--- config.mk ---
export PLATFORM = sky130hd
export DESIGN_NAME = wb_stage
export DESIGN_NICKNAME = d
export VERILOG_FILES = /design/src/rtl/wb_stage.sv
export SDC_FILE = /design/constraint.sdc
export NUM_CORES = 1
export LEC_CHECK = 0
export CELL_PAD_IN_SITES_DETAIL_PLACEMENT = 1
export CELL_PAD_IN_SITES_GLOBAL_PLACEMENT = 1
export CORE_MARGIN = 2
export CORE_UTILIZATION = 32
export DETAILED_ROUTE_END_ITERATION = 10
export HOLD_SLACK_MARGIN = 0.06
export PLACE_DENSITY_LB_ADDON = 0.1
export SKIP_LAST_GASP = 1
export SLEW_MARGIN = 5
export SYNTH_ARGS = -nofsm -noshare
export SYNTH_HDL_FRONTEND = slang
export SYNTH_SLANG_ARGS = --single-unit
--- constraint.sdc ---
create_clock -name clk -period 3.7 [get_ports clk]
set_input_delay 0.37 -clock clk [delete_from_list [all_inputs] [get_ports clk]]
set_output_delay 0.37 -clock clk [all_outputs]
set_load 0.01 [all_outputs]
--- src/rtl/wb_stage.sv ---
`default_nettype none
// ============================================================================
// Module   : wb_stage
// Purpose  : Write-back stage. Holds the MEM/WB pipeline register and a
//            two-entry in-order buffer (S = head, K = skid). It resolves the
//            write-back value when an instruction is captured: link PC+4,
//            load-extended memory data, or the ALU result. It drives the
//            register file's single write port and answers combinational
//            forwarding queries for values that are not yet written.
// Revision : 1.0 - initial release
// ----------------------------------------------------------------------------
// Optional feature macro: WB_RETIRE_CNT_EN
//   Defined   -> 64-bit retired-instruction counter on port retired_count.
//   Undefined -> counter and port are absent.
// ----------------------------------------------------------------------------
// Parameters
//   DW : datapath width (64)
//   AW : register index width (5, register 31 = XZR)
// Ports
//   clk, Reset            : clock, synchronous active-high reset
//   in_valid / in_ready   : capture handshake with the memory stage
//   in_rd, in_reg_write   : destination register and its write enable
//   in_mem_to_reg, in_link: result source select (link has top priority)
//   in_ld_size, in_ld_signed : load width (B/H/W/D) and sign extension
//   in_alu_result, in_mem_data, in_pc : candidate result sources
//   flush                 : drop every buffered, unwritten instruction
//   rf_busy               : RF write port unavailable this cycle
//   RegWrite, WriteReg, WriteData : RF write port
//   fwd_q_rd -> fwd_hit, fwd_data : forwarding query (youngest match)
//   retired_count         : retired instruction count (macro only)
// ============================================================================
module wb_stage #(
  parameter int DW = 64,
  parameter int AW = 5
) (
  input  logic          clk,
  input  logic          Reset,
  input  logic          in_valid,
  output logic          in_ready,
  input  logic [AW-1:0] in_rd,
  input  logic          in_reg_write,
  input  logic          in_mem_to_reg,
  input  logic          in_link,
  input  logic [1:0]    in_ld_size,
  input  logic          in_ld_signed,
  input  logic [DW-1:0] in_alu_result,
  input  logic [DW-1:0] in_mem_data,
  input  logic [DW-1:0] in_pc,
  input  logic          flush,
  input  logic          rf_busy,
  output logic          RegWrite,
  output logic [AW-1:0] WriteReg,
  output logic [DW-1:0] WriteData,
  input  logic [AW-1:0] fwd_q_rd,
  output logic          fwd_hit,
  output logic [DW-1:0] fwd_data
`ifdef WB_RETIRE_CNT_EN
  ,
  output logic [63:0]   retired_count
`endif
);

  localparam logic [AW-1:0] c_XZR      = AW'(31);
  localparam logic [DW-1:0] c_LINK_INC = DW'(4);
  localparam logic [1:0]    c_SZ_BYTE  = 2'b00;
  localparam logic [1:0]    c_SZ_HALF  = 2'b01;
  localparam logic [1:0]    c_SZ_WORD  = 2'b10;

  // --------------------------------------------------------------------------
  // Buffer entries
  // --------------------------------------------------------------------------
  logic          r_s_valid;
  logic          r_s_we;
  logic [AW-1:0] r_s_rd;
  logic [DW-1:0] r_s_data;

  logic          r_k_valid;
  logic          r_k_we;
  logic [AW-1:0] r_k_rd;
  logic [DW-1:0] r_k_data;

  // --------------------------------------------------------------------------
  // Capture-side combinational logic
  // --------------------------------------------------------------------------
  logic [DW-1:0] w_ld_ext;
  logic [DW-1:0] w_cap_data;
  logic          w_cap_we;
  logic          w_accept;
  logic          w_retire;
  logic          w_s_free;

  // Load extension: narrow loads take the low bytes and replicate either
  // zero or the narrow sign bit; dword ignores the signed flag entirely.
  always_comb begin
    w_ld_ext = in_mem_data;
    case (in_ld_size)
      c_SZ_BYTE: w_ld_ext = {{(DW-8){in_ld_signed & in_mem_data[7]}},
                             in_mem_data[7:0]};
      c_SZ_HALF: w_ld_ext = {{(DW-16){in_ld_signed & in_mem_data[15]}},
                             in_mem_data[15:0]};
      c_SZ_WORD: w_ld_ext = {{(DW-32){in_ld_signed & in_mem_data[31]}},
                             in_mem_data[31:0]};
      default:   w_ld_ext = in_mem_data;
    endcase
  end

  // Result priority: link, then load data, then ALU result.
  always_comb begin
    w_cap_data = in_alu_result;
    if (in_link) begin
      w_cap_data = in_pc + c_LINK_INC;
    end else if (in_mem_to_reg) begin
      w_cap_data = w_ld_ext;
    end
  end

  // XZR writes are suppressed here so that neither the RF port nor the
  // forwarding path ever sees them; the instruction still occupies a slot
  // and still retires.
  assign w_cap_we = in_reg_write & (in_rd != c_XZR);

  assign in_ready = ~r_k_valid & ~Reset;
  assign w_accept = in_valid & in_ready;
  assign w_retire = r_s_valid & ~rf_busy;
  // S can take new contents at this edge if it is empty or leaving.
  assign w_s_free = ~r_s_valid | w_retire;

  // --------------------------------------------------------------------------
  // RF write port
  // --------------------------------------------------------------------------
  assign RegWrite  = r_s_valid & r_s_we & ~rf_busy & ~Reset;
  assign WriteReg  = r_s_valid ? r_s_rd   : '0;
  assign WriteData = r_s_valid ? r_s_data : '0;

  // --------------------------------------------------------------------------
  // Forwarding: K is younger than S, so K wins when both match. Entries
  // carrying XZR have we cleared, so a query for 31 can never hit.
  // --------------------------------------------------------------------------
  logic w_k_match;
  logic w_s_match;

  assign w_k_match = r_k_valid & r_k_we & (r_k_rd == fwd_q_rd);
  assign w_s_match = r_s_valid & r_s_we & (r_s_rd == fwd_q_rd);
  assign fwd_hit   = w_k_match | w_s_match;

  always_comb begin
    fwd_data = '0;
    if (w_k_match) begin
      fwd_data = r_k_data;
    end else if (w_s_match) begin
      fwd_data = r_s_data;
    end
  end

  // --------------------------------------------------------------------------
  // Buffer update
  // --------------------------------------------------------------------------
  always_ff @(posedge clk) begin
    if (Reset) begin
      r_s_valid <= 1'b0;
      r_s_we    <= 1'b0;
      r_s_rd    <= '0;
      r_s_data  <= '0;
      r_k_valid <= 1'b0;
      r_k_we    <= 1'b0;
      r_k_rd    <= '0;
      r_k_data  <= '0;
    end else if (flush) begin
      // The write of the current head (if RegWrite is high) has already
      // happened at this edge on the RF side; only the buffer is emptied.
      r_s_valid <= 1'b0;
      r_k_valid <= 1'b0;
    end else if (w_s_free) begin
      if (r_k_valid) begin
        // Older skid entry advances to head; a new capture refills K.
        r_s_valid <= 1'b1;
        r_s_we    <= r_k_we;
        r_s_rd    <= r_k_rd;
        r_s_data  <= r_k_data;
        r_k_valid <= w_accept;
        if (w_accept) begin
          r_k_we   <= w_cap_we;
          r_k_rd   <= in_rd;
          r_k_data <= w_cap_data;
        end
      end else begin
        r_s_valid <= w_accept;
        if (w_accept) begin
          r_s_we   <= w_cap_we;
          r_s_rd   <= in_rd;
          r_s_data <= w_cap_data;
        end
      end
    end else if (w_accept) begin
      // Head is stalled by rf_busy; in_ready guarantees K is empty here.
      r_k_valid <= 1'b1;
      r_k_we    <= w_cap_we;
      r_k_rd    <= in_rd;
      r_k_data  <= w_cap_data;
    end
  end

  // --------------------------------------------------------------------------
  // Optional retire counter (not cleared by flush; wraps naturally)
  // --------------------------------------------------------------------------
`ifdef WB_RETIRE_CNT_EN
  logic [63:0] r_retired_count;

  always_ff @(posedge clk) begin
    if (Reset) begin
      r_retired_count <= '0;
    end else if (w_retire) begin
      r_retired_count <= r_retired_count + 64'd1;
    end
  end

  assign retired_count = r_retired_count;
`endif

endmodule
`default_nettype wire

==> results.md <==
- Die area: roughly 0.034 mm2
- Setup WS post-layout: roughly 0.29 ns
- Pin count of the biggest net entering global routing: 102
- Final hold violations: 0
- # rows: between 60 and 70
- DRT iter0 DRCs: ~1000
- Reg area: between 0.002 and 0.003 mm2
- Syn Nets: about 1600
- Max transition margin: 41.0%
- WP data arrival: ~3 ns
- Met2 usage: between 40% and 50%
- Slowest cell on the critical path: clkdlybuf4s50_1
- Router iterations before antenna repair: 5
- Post-Syn Area: 0.0103 mm2
- Fmax: slightly below 0.3 GHz
- Pre-CTS setup slack: between 0.3 and 0.4 ns
- Tcrit/Tclk final: around 92%
- Post-cts hold buffer count: 0
- Initial Utilization: approximately a third
- Maxcap violations: 0
- Register bit total from synthesis: 142
- DR vias/cell: between 5 and 6
- Netlist cell types: between 60 and 70
- Post-route setup TNS: 0 ns
- CTS tree: built
- Min-Delay Path Class: in2reg
- Yosys top cell by area: dfxtp_1
- Die Wd: 183 um
- EDFF count, synth: 0
- Synthesis-to-layout area growth: 43.3%
- Setup CP Type: in2out
- Slew Viols, Final: 0
- Met1 usage: approximately two fifths
- Fraction of registers with async set/reset: 0%
- Crit path launch type: input port
- Max VDD drop: about 0.00032 V
- Outcome: complete, no violations
- Avg WL per Cell: roughly 23 um
- Power per cell area: about 300 mW/mm2
- H-tree Lvls: 4
- CP peak stage delay: ~0.55 ns
- Mapped Avg Cell Area: between 7 and 8 um2
- Tmin final: ~3.4 ns
- Worst-path clk slew: approximately 0.06 ns
- Synth top area cells: dfxtp_1, nand2_1, a21oi_1, a211oi_1, a22o_1
- Initial antenna violation count: 0
- Cells along the critical path: clkdlybuf4s50_1 > xor2_1 > nor4_1 > nand4_1 > nor2_4 > buf_12 > a22o_1 > clkdlybuf4s50_1
- First-pass GRT wire length: approximately 72000 um
- Critical Path End Type: output pin
- CP Max Fanout: 60
- I/O Pins: about 350
- Register area share after synthesis: approximately 28%
- Max Clock Skew: roughly 0.010 ns
- Syn Inst Count: approximately 1400
- Yosys warns: 0
- HPWL after DPL: 36000 um
- IO Port Bufs: ~350
- Filler cell count: 3795
- Die height: between 150 and 200 um
- Vias in the first global route: 11927
- Required @ worst endpoint: between 3 and 4 ns
- Leakage: ~0.0051 uW
- Core ar.: between 0.03 and 0.04 mm2
- Post-CTS sizing: 0
- Tightest Pin Transition: just under 0.9 ns
- Vias: about 12000
- Num CTS Buffers: 17
- GRT Overall Usage: 27.7%
- RSZ-0062 raised after global routing: false
- Ys flop type: dfxtp_1
- Most used cell, CP: clkdlybuf4s50_1
- Met3 Use GR: 4.73%
- Cell with the most instances after synthesis: nand2_1
- Post-CTS Setup Bufs: 0
- Top-area cell type share of the netlist area: about 28%
- Number of remaining DRC errors: 0
- Post-synth top cells: nand2_1, dfxtp_1, nor2_1
- Fraction of layout cells with a size suffix above 1: approximately 6.3%
- Post-route ant nets: 0
- Final wirelength: 47900 um
- Fin nets: ~1900
- Global route total overflow: 0
- Clock Sinks: between 100 and 150
- # diodes: 0
- Fin Hold WS: slightly above 0.4 ns
- GRT Max-Usage Layer: met2
- Area of the multi-input gates: between 0.006 and 0.007 mm2
- GP Congestion: approximately 0.9
- CTS max path bufs: 2
- Worst-skew pair later-pin latency: 0.42 ns
- Setup violators final: 0
- CTS root buf: clkbuf_16
## cell families (layout without fill, tap and decap cells)
kind of cell,Yosys count,count (layout),share of synthesized area [%]
and+or+nand+nor,653,653,33.1
DFF,142,142,27.6
adders and majority gates,1,1,0.121
muxes,34,34,3.33
AOI/OAI and AO/OA,416,416,27.4
xor gates and xnor gates,31,31,2.64
buffers and inverters,143,429,5.84
## sequential cells by signal, indices dropped and copies added (netlist names)
name	cells
r_k_data	64
r_s_data	64
r_k_rd	5
r_s_rd	5
r_k_valid	1
r_k_we	1
r_s_valid	1
r_s_we	1
## through the flow
stage                     instance area (um2)  total power, uW  cells  util [%]
final                                   14800             4350   2108      46.7
after global routing                    14800             4510   2108      46.7
after CTS                               14800             4370   2108      46.7
after detailed placement                14100             2500   2077      44.6
after global placement                  14100             2490   2077      44.6
after floorplan                         10300             2000   1420         -
## cell type report
type / count / share of cell area (%)
clock buffers: 18 / 3.05
clock inverters: 13 / 1.25
inverters: 10 / 0.254
multi-input cells: 1135 / 46.7
flip-flops and latches: 142 / 19.3
well taps: 402 / 3.41
repair buffers: 388 / 26.1
## path summary, 6_finish.rpt
kind,from,to,slack (ns),cells after the start
hold reg to reg,r_s_data[34]$_SDFFE_PP0P_,r_s_data[34]$_SDFFE_PP0P_,0.48,2
setup reg to reg,r_k_valid$_SDFFE_PP0P_,r_s_data[43]$_SDFFE_PP0P_,1.31,4
hold / removal,Reset,r_s_data[34]$_SDFFE_PP0P_,0.41,2
setup / recovery,fwd_q_rd[3],fwd_data[50],0.29,8
## per-layer routing
layer	wire [um]	vias to the layer above
met4	1020	0
met5	0	-
met2	21700	442
li1	-	5782
met1	22200	5931
met3	3060	48
## worst max-delay path: cells and delay by family
family / cells / cell delay [ns]
compound gates: 1 / 0.19
xor+xnor: 1 / 0.17
buf+inv: 3 / 1.29
simple gates: 3 / 0.99
## placed cells by master, fill, tap and decap left out, types with 52 or more instances in the layout
master | netlist | routed
nand2_1 | 168 | 168
o21ai_0 | 72 | 72
a211oi_1 | 74 | 73
and2_1 | 77 | 77
a21oi_1 | 114 | 114
clkdlybuf4s50_1 | 0 | 345
nor3_1 | 54 | 52
dfxtp_1 | 142 | 140
nor2_1 | 136 | 135
a22o_1 | 62 | 62
## where the power goes
| part | leakage, uW | internal [uW] | switching [uW] |
|---|---|---|---|
| registers | 0.00115 | 1570 | 48.7 |
| logic | 0.00369 | 390 | 466 |
| clock network | 0.000296 | 1170 | 707 |
Note: power is estimated with default switching activity, not from simulation.
